File: config.mk
export PLATFORM = sky130hd
export DESIGN_NAME = gate_test_sequencer
export DESIGN_NICKNAME = d
export VERILOG_FILES = /design/src/rtl/gate_test_sequencer.sv
export SDC_FILE = /design/constraint.sdc
export NUM_CORES = 1
export LEC_CHECK = 0
export ABC_AREA = 1
export BUFFER_PORTS_ARGS = -buffer_cell sky130_fd_sc_hd__buf_4
export CORE_MARGIN = 2
export CORE_UTILIZATION = 25
export CTS_CLUSTER_DIAMETER = 100
export DETAILED_ROUTE_END_ITERATION = 8
export SLEW_MARGIN = 20
export SYNTH_ARGS = -nofsm -noshare
export SYNTH_HDL_FRONTEND = slang
export SYNTH_SLANG_ARGS = --single-unit
File: constraint.sdc
create_clock -name clk_i -period 4.45 [get_ports clk_i]
set_input_delay 0.89 -clock clk_i [delete_from_list [all_inputs] [get_ports clk_i]]
set_output_delay 0.89 -clock clk_i [all_outputs]
set_load 0.01 [all_outputs]
File: src/rtl/gate_test_sequencer.sv
// -----------------------------------------------------------------------------
// gate_test_sequencer
//
// Built-in self-test sequencer for one combinational gate with WIDTH inputs.
// On a start request it drives every input vector 0 .. 2**WIDTH-1 onto the
// gate. Each vector is held for SETTLE cycles before the gate output is
// sampled and checked against the TRUTH table. The block counts mismatches
// (saturating), records the first failing vector, and raises done/pass when
// the sweep completes. All outputs are registered.
//
// Parameters
//   WIDTH   number of gate inputs (1..8); NVEC = 2**WIDTH vectors
//   TRUTH   expected gate output; bit i is the expected y for input vector i
//   SETTLE  cycles each vector is held before sampling (>= 1)
//   ERRW    width of the saturating mismatch counter
//
// Ports
//   clk_i         rising-edge clock
//   rst_ni        asynchronous active-low reset
//   start_i       level-sampled run request, honoured only in IDLE or DONE
//   a_out_o       vector driven onto the gate inputs (bit 0 = first input)
//   y_in_i        gate output, sampled only in CHECK
//   busy_o        high while a run is in progress (WAIT/CHECK)
//   done_o        high in DONE until the next start or reset
//   pass_o        done and no mismatches seen
//   err_cnt_o     saturating mismatch count for the current/last run
//   fail_valid_o  at least one mismatch seen in this run
//   fail_vec_o    first mismatching vector, meaningful when fail_valid_o is set
// -----------------------------------------------------------------------------
module gate_test_sequencer #(
   parameter int unsigned            WIDTH  = 2,
   parameter logic [(1<<WIDTH)-1:0]  TRUTH  = 4'b1000,
   parameter int unsigned            SETTLE = 2,
   parameter int unsigned            ERRW   = 4
) (
   input  logic             clk_i,
   input  logic             rst_ni,
   input  logic             start_i,
   output logic [WIDTH-1:0] a_out_o,
   input  logic             y_in_i,
   output logic             busy_o,
   output logic             done_o,
   output logic             pass_o,
   output logic [ERRW-1:0]  err_cnt_o,
   output logic             fail_valid_o,
   output logic [WIDTH-1:0] fail_vec_o
);

   localparam int unsigned NVEC = 1 << WIDTH;
   // The settle counter only has to reach SETTLE-1.
   localparam int unsigned CNTW = (SETTLE > 1) ? $clog2(SETTLE) : 1;

   typedef enum logic [1:0] {
      S_IDLE  = 2'd0,
      S_WAIT  = 2'd1,
      S_CHECK = 2'd2,
      S_DONE  = 2'd3
   } state_e;

   state_e           state_q;
   logic [WIDTH-1:0] vec_q;
   logic [CNTW-1:0]  cnt_q;
   logic [WIDTH-1:0] a_out_q;
   logic             busy_q;
   logic             done_q;
   logic             pass_q;
   logic [ERRW-1:0]  err_cnt_q;
   logic [ERRW-1:0]  err_cnt_d;
   logic             fail_valid_q;
   logic [WIDTH-1:0] fail_vec_q;

   logic             mismatch;
   logic             last_vec;
   logic             settled;

   // Compare the gate output with the expected truth-table bit for the
   // current vector. The counter value that would be stored in CHECK is
   // worked out here, because the registered pass flag has to see it in the
   // same cycle the run finishes. The counter sticks at all-ones.
   always_comb begin
      mismatch  = (y_in_i != TRUTH[vec_q]);
      err_cnt_d = err_cnt_q;
      if (mismatch && (err_cnt_q != {ERRW{1'b1}})) begin
         err_cnt_d = err_cnt_q + ERRW'(1);
      end
   end

   assign last_vec = (vec_q == WIDTH'(NVEC - 1));
   assign settled  = (cnt_q == CNTW'(SETTLE - 1));

   // Main sequencer. Every output is a register written here. a_out is
   // updated on the same edge that vec advances, so the new vector is
   // already on the gate during its first WAIT cycle. A start request
   // during WAIT/CHECK is simply not looked at, so a run cannot be restarted.
   always_ff @(posedge clk_i or negedge rst_ni) begin
      if (!rst_ni) begin
         state_q      <= S_IDLE;
         vec_q        <= '0;
         cnt_q        <= '0;
         a_out_q      <= '0;
         busy_q       <= 1'b0;
         done_q       <= 1'b0;
         pass_q       <= 1'b0;
         err_cnt_q    <= '0;
         fail_valid_q <= 1'b0;
         fail_vec_q   <= '0;
      end else begin
         case (state_q)
            S_IDLE, S_DONE: begin
               if (start_i) begin
                  state_q      <= S_WAIT;
                  vec_q        <= '0;
                  cnt_q        <= '0;
                  a_out_q      <= '0;
                  busy_q       <= 1'b1;
                  done_q       <= 1'b0;
                  pass_q       <= 1'b0;
                  err_cnt_q    <= '0;
                  fail_valid_q <= 1'b0;
                  fail_vec_q   <= '0;
               end
            end

            S_WAIT: begin
               if (settled) begin
                  state_q <= S_CHECK;
                  cnt_q   <= '0;
               end else begin
                  cnt_q <= cnt_q + CNTW'(1);
               end
            end

            S_CHECK: begin
               err_cnt_q <= err_cnt_d;
               if (mismatch && !fail_valid_q) begin
                  fail_valid_q <= 1'b1;
                  fail_vec_q   <= vec_q;
               end
               if (last_vec) begin
                  state_q <= S_DONE;
                  busy_q  <= 1'b0;
                  done_q  <= 1'b1;
                  pass_q  <= (err_cnt_d == '0);
                  a_out_q <= '0;
               end else begin
                  state_q <= S_WAIT;
                  vec_q   <= vec_q + WIDTH'(1);
                  a_out_q <= vec_q + WIDTH'(1);
                  cnt_q   <= '0;
               end
            end

            default: begin
               state_q <= S_IDLE;
            end
         endcase
      end
   end

   assign a_out_o      = a_out_q;
   assign busy_o       = busy_q;
   assign done_o       = done_q;
   assign pass_o       = pass_q;
   assign err_cnt_o    = err_cnt_q;
   assign fail_valid_o = fail_valid_q;
   assign fail_vec_o   = fail_vec_q;

endmodule
==> Word-level counts from Yosys, hierarchy flattened <==
Index checks and enable logic that the tools add are counted.
{ "classes": {"add_sub_neg": 3, "n_lt_le_gt_ge": 1, "n_eq_ne": 11, "n_mux": 29, "n_reduce_logical": 13} }
{ "ops": {"columns": ["operator", "n"], "rows": [
  ["2-bit two-way mux", 7],
  ["2-bit one-hot mux with 2 select lines", 3],
  ["2-bit inequality test (second input constant)", 5],
  ["1-bit two-way mux", 9],
  ["3-bit AND reduction", 3],
  ["4-bit two-way mux", 2],
  ["1-bit one-hot mux with 2 select lines", 4],
  ["4-bit one-hot mux with 2 select lines", 1],
  ["2-bit equality test (second input constant)", 3],
  ["2-bit one-hot mux with 3 select lines", 1],
  ["2-bit AND reduction", 3],
  ["4-bit by 1-bit adder with 4-bit output (second input constant)", 1],
  ["4-bit zero test", 1],
  ["4-bit inequality test (second input constant)", 1],
  ["2-bit by 3-bit < comparator with 1-bit output (second input constant)", 1],
  ["1-bit one-hot mux with 3 select lines", 1],
  ["2-bit by 1-bit adder with 2-bit output (second input constant)", 1],
  ["1-bit binary-select mux with 2-bit select", 1],
  ["2-bit by 1-bit equality test with 1-bit output (second input constant)", 1],
  ["1-bit logical AND", 2],
  ["2-bit zero test", 1],
  ["2-bit nonzero test", 1],
  ["2-bit OR reduction", 1],
  ["1-bit adder (second input constant)", 1],
  ["2 further kinds", 2]
]} }
{ "totals": {"regBits": 17, "input_bits": 4, "output_inout_bits": 12, "word_cells": 67} }

==> Longest topological paths before layout <==
{ "logic_depth": {"depth_word": 8, "ltp_mapped": 10, "ltp_nobuf": 10} }

==> Worst setup path before layout <==
No wires, ideal clock.
{ "synth_path": {"path_kind": "input-to-reg", "start": "input port y_in_i", "end": "register fail_vec_q[0], in the netlist fail_vec_o[0]", "setup_time_ps": 118, "t_arrival_ps": 1482, "required_ps": 4332, "path_slack_ps": 2850, "path_stages": 8, "path_buffers": 0, "cell_sequence": "inv_1 -> nand2_2 -> nand2_2 -> or2_4 -> nand2_2 -> nand2_2 -> nand2_1 -> o21ai_2"} }
{ "synth_between": {"elab_chain_len": 4} }
{ "synth_lines": {"columns": ["element", "line_no", "source"], "rows": [
  ["start: declaration", "40", "input logic y_in_i,"],
  ["1-bit inequality test", "81", "mismatch = (y_in_i != TRUTH[vec_q]);"],
  ["1-bit logical AND", "135", "if (mismatch && !fail_valid_q) begin"],
  ["2-bit inequality test (no source line)", null, null],
  ["3-bit AND reduction (no source line)", null, null],
  ["end signal: assignment", "137", "fail_vec_q <= vec_q;"],
  ["end: declaration", "70", "logic [WIDTH-1:0] fail_vec_q;"]
]} }
Every way passes these cells.
A chain may end at the register's enable or synchronous reset.

==> Worst setup path in the final report <==
{ "layout_path": {"start": "register err_cnt_q[1], in the netlist err_cnt_o[1]", "end": "output port err_cnt_o[1]"} }
{ "layout_lines": {"columns": ["element", "line_no", "source"], "rows": [
  ["start: declaration", "67", "logic [ERRW-1:0] err_cnt_q;"],
  ["start signal: assignment", "134", "err_cnt_q <= err_cnt_d;"],
  ["end: declaration", "44", "output logic [ERRW-1:0] err_cnt_o,"]
]} }
No word-level cell between the ends.

==> qor.txt <==
YOSYS
-------------------------------------------------------------------------------------------
Post-synth top area cell                                                       sky130_fd_sc_hd__dfrtp_1
Number of nets produced by synthesis                                                    131
Post-synthesis sequential element count                                                  17
Share of the synthesized area in the top cell type                                    45.3%
Proportion of synthesized chip area in sequential cells                               45.3%
Average footprint of a synthesized cell                                          7.64 sq um
Cells after Synth                                                                       123
Syn Std Cell Area                                                                 940 sq um
Ranking of synthesized cells by area                                           sky130_fd_sc_hd__dfrtp_1, sky130_fd_sc_hd__nand2_1, sky130_fd_sc_hd__inv_1
Synth warnings                                                                            0
Count of unique library cells instantiated by Yosys                                      17

FLOORPLANNING
-------------------------------------------------------------------------------------------
Die Height                                                                          65.3 um
Initial standard-cell utilization of the core                                         25.9%
Core footprint                                                                   3630 sq um
Number of top-level pins                                                                 16
Width of the chip                                                                   65.3 um
Number of core rows                                                                      22
Die Outline Area                                                                 4260 sq um

LAYOUT
-------------------------------------------------------------------------------------------
Total inserted antenna cells                                                              0
Area growth syn-to-layout                                                             23.2%
Share of layout cells above drive strength 1                                          24.6%
Number of nets in the final layout                                                      151
Post-route cell area                                                             1160 sq um
Final Core Density                                                                    31.9%

STA
-------------------------------------------------------------------------------------------
Setup TNS                                                                              0 ps
Final clock skew                                                                    5.68 ps
Worst-margin pin slew                                                                308 ps
Setup repair after global routing missed its margin                                   false
Post-layout worst setup margin                                                      2670 ps
Number of failing setup endpoints in the final timing report                              0
Final Max Tran Viols                                                                      0
Post-layout minimum cycle time                                                      1780 ps
Count of final hold-check violations                                                      0
Minimum hold slack                                                                   485 ps
Fmax                                                                                563 MHz
Worst relative slew slack                                                             79.4%
Fin crit share                                                                        39.9%

POWER AND IR DROP
-------------------------------------------------------------------------------------------
Combinational power share                                                             44.0%
Switching power of the nets                                                        0.240 mW
Cell leakage power                                                                 0.613 nW
Relative contribution of the clock network to total power                             19.6%
Int Pwr                                                                            0.343 mW
IR drop worst, VDD                                                                   135 uV
Relative contribution of sequential cells to total power                              36.4%
Power per cell area                                                             504 nW/um^2
Switching Share                                                                       41.2%

DETAILED ROUTING
-------------------------------------------------------------------------------------------
Number of vias in the routed layout                                                     803
Sum of routed wire segments on met1                                                  937 um
Final ANT Viol Nets                                                                       0
Average detailed-routed wire length per instance                                    10.3 um
First drt pass iteration count                                                            4
Drt drc                                                                                   0
WL met3                                                                               77 um
Uppermost routed layer                                                                 met4
Total wire length after detailed routing                                            1.95 mm
Wire length on met2                                                                  927 um
Average via count per standard cell                                                    4.23
Number of design-rule violations left by the first detailed-router iteration             55

CLOCKING
-------------------------------------------------------------------------------------------
Clock tree root buffer cell                                                    sky130_fd_sc_hd__clkbuf_8
Number of cells upsized or downsized after cts                                            0
Sinks on the clock net                                                                   17
Number of CTS-inserted buffers                                                            3
Bufs on Longest Clock Path                                                                2
Register clock-pin slew on the reported worst setup and hold paths                    70 ps
TritonCTS clock tree                                                                   done
Number of H-tree levels                                                                   1
Post-CTS Hold Fix Bufs                                                                    0
Clock latency of the later-clocked register in the worst-skew pair                   250 ps
Post-CTS setup buffer count                                                               0

WORST SETUP PATH
-------------------------------------------------------------------------------------------
Startpoint Class                                                                   register
Kind of end point of the critical path                                          output port
Arrival time at the worst endpoint                                                   890 ps
Family with the most delay on the worst path                                     flip-flops
List of cells traversed by the critical path                                          buf_4
Worst-path fanout max                                                                     6
Required time reported for the critical path endpoint                               3560 ps
CP Buf/Inv Count                                                                          1
Peak per-stage delay on the critical path                                            460 ps
Cell with the biggest individual delay on the critical path                    sky130_fd_sc_hd__dfrtp_1
Worst Path Class, Setup                                                        register to output port

OUTCOME
-------------------------------------------------------------------------------------------
Run status                                                                     finished clean

MIN PATH
-------------------------------------------------------------------------------------------
Worst min-delay path category                                                  input port to asynchronous set/reset pin

PLACED DESIGN
-------------------------------------------------------------------------------------------
Count of input and output buffers                                                        15
Placed inst area                                                                 1110 sq um
HPWL Detailed                                                                       1.51 mm
Worst setup slack after placement                                                   2670 ps
Final weighted congestion in routability-driven placement                             0.816

GLOBAL ROUTE
-------------------------------------------------------------------------------------------
Number of antenna violations at the first check in global routing                         0
GRT Overall Usage                                                                     10.4%
Total overflow reported by the global router                                              0
Vias in the first global route                                                          804
Largest net degree at the start of global routing                                        18
Wire length of the first global-routing pass                                        3.48 mm

JOB
-------------------------------------------------------------------------------------------
Number of maximum-capacitance violations                                                  0

-- cell type report --
cell class                 instances  area, sq um
fill                             407         2480
multi-input combinational         87          443
sequential                        17          425
timing repair buffer              15          113
inverter                          19         71.3
tap                               48         60.1
clock buffer                       4         45.0
-- per-layer routing --
layer  track usage (%)  up-vias
met2              17.2       13
met3              2.74        2
met4              2.34        0
met1              13.5      367
met5                 0        -
li1                  -      421
-- cell usage in the layout (no fill, tap or decap), drive strengths merged --
cell / instances
nand2: 46
a22o: 1
nor2: 11
a21oi: 1
or2: 2
ha: 4
inv: 19
nand3: 10
nand4: 1
o21ai: 11
buf: 15
clkbuf: 4
dfrtp: 17
-- metrics by stage --
step / power (mW) / std cells
global route: 0.640 / 190
global placement: 0.474 / 186
CTS: 0.592 / 190
detailed placement: 0.475 / 186
floorplan: 0.402 / 123
finish: 0.583 / 190
-- logic make-up after synthesis --
| kind of cell | Yosys count | share of synthesized area [%] |
|---|---|---|
| DFF | 17 | 45.3 |
| adders and majority gates | 4 | 5.33 |
| buffers and inverters | 19 | 7.59 |
| AOI/OAI and AO/OA | 13 | 8.52 |
| and+or+nand+nor | 70 | 33.3 |
-- cell usage after synthesis --
master,n
sky130_fd_sc_hd__nand4_1,1
sky130_fd_sc_hd__a21oi_1,1
sky130_fd_sc_hd__nand2_1,42
sky130_fd_sc_hd__dfrtp_1,17
sky130_fd_sc_hd__o21ai_2,3
sky130_fd_sc_hd__o21ai_0,8
sky130_fd_sc_hd__inv_2,5
sky130_fd_sc_hd__a22o_1,1
sky130_fd_sc_hd__nand2_2,4
sky130_fd_sc_hd__nor2_2,1
sky130_fd_sc_hd__nor2_4,2
sky130_fd_sc_hd__nand3_1,10
sky130_fd_sc_hd__inv_1,14
sky130_fd_sc_hd__nor2_1,8
sky130_fd_sc_hd__or2_2,1
sky130_fd_sc_hd__or2_4,1
sky130_fd_sc_hd__ha_1,4
-- sequential cells by signal, summed over array words and instances, names as in the netlist --
name / count
vec_q: 2
err_cnt_o: 4
cnt_q: 1
fail_valid_o: 1
done_o: 1
a_out_o: 2
pass_o: 1
fail_vec_o: 2
busy_o: 1
state_q: 2
-- power by group through the flow --
stage	Combinational [mW]	Clock, mW	Sequential, mW
finish	0.257	0.114	0.212
CTS	0.262	0.118	0.212
global route	0.296	0.126	0.217
global placement	0.260	0	0.214
detailed placement	0.261	0	0.214
floorplan	0.186	0	0.216
-- path summary, 6_finish.rpt --
kind                               from  depth (start not counted)  slack [ps]            end
max reg2reg                  state_q[0]                          9        2840  fail_vec_o[0]
min reg2reg                       cnt_q                          2         490          cnt_q
max in group asynchronous        rst_ni                          1        3760   fail_valid_o
min                              rst_ni                          1         490     state_q[1]
max                        err_cnt_o[1]                          1        2670   err_cnt_o[1]
min in group clk_i                cnt_q                          2         490          cnt_q
Note: power is estimated with default switching activity, not from simulation.
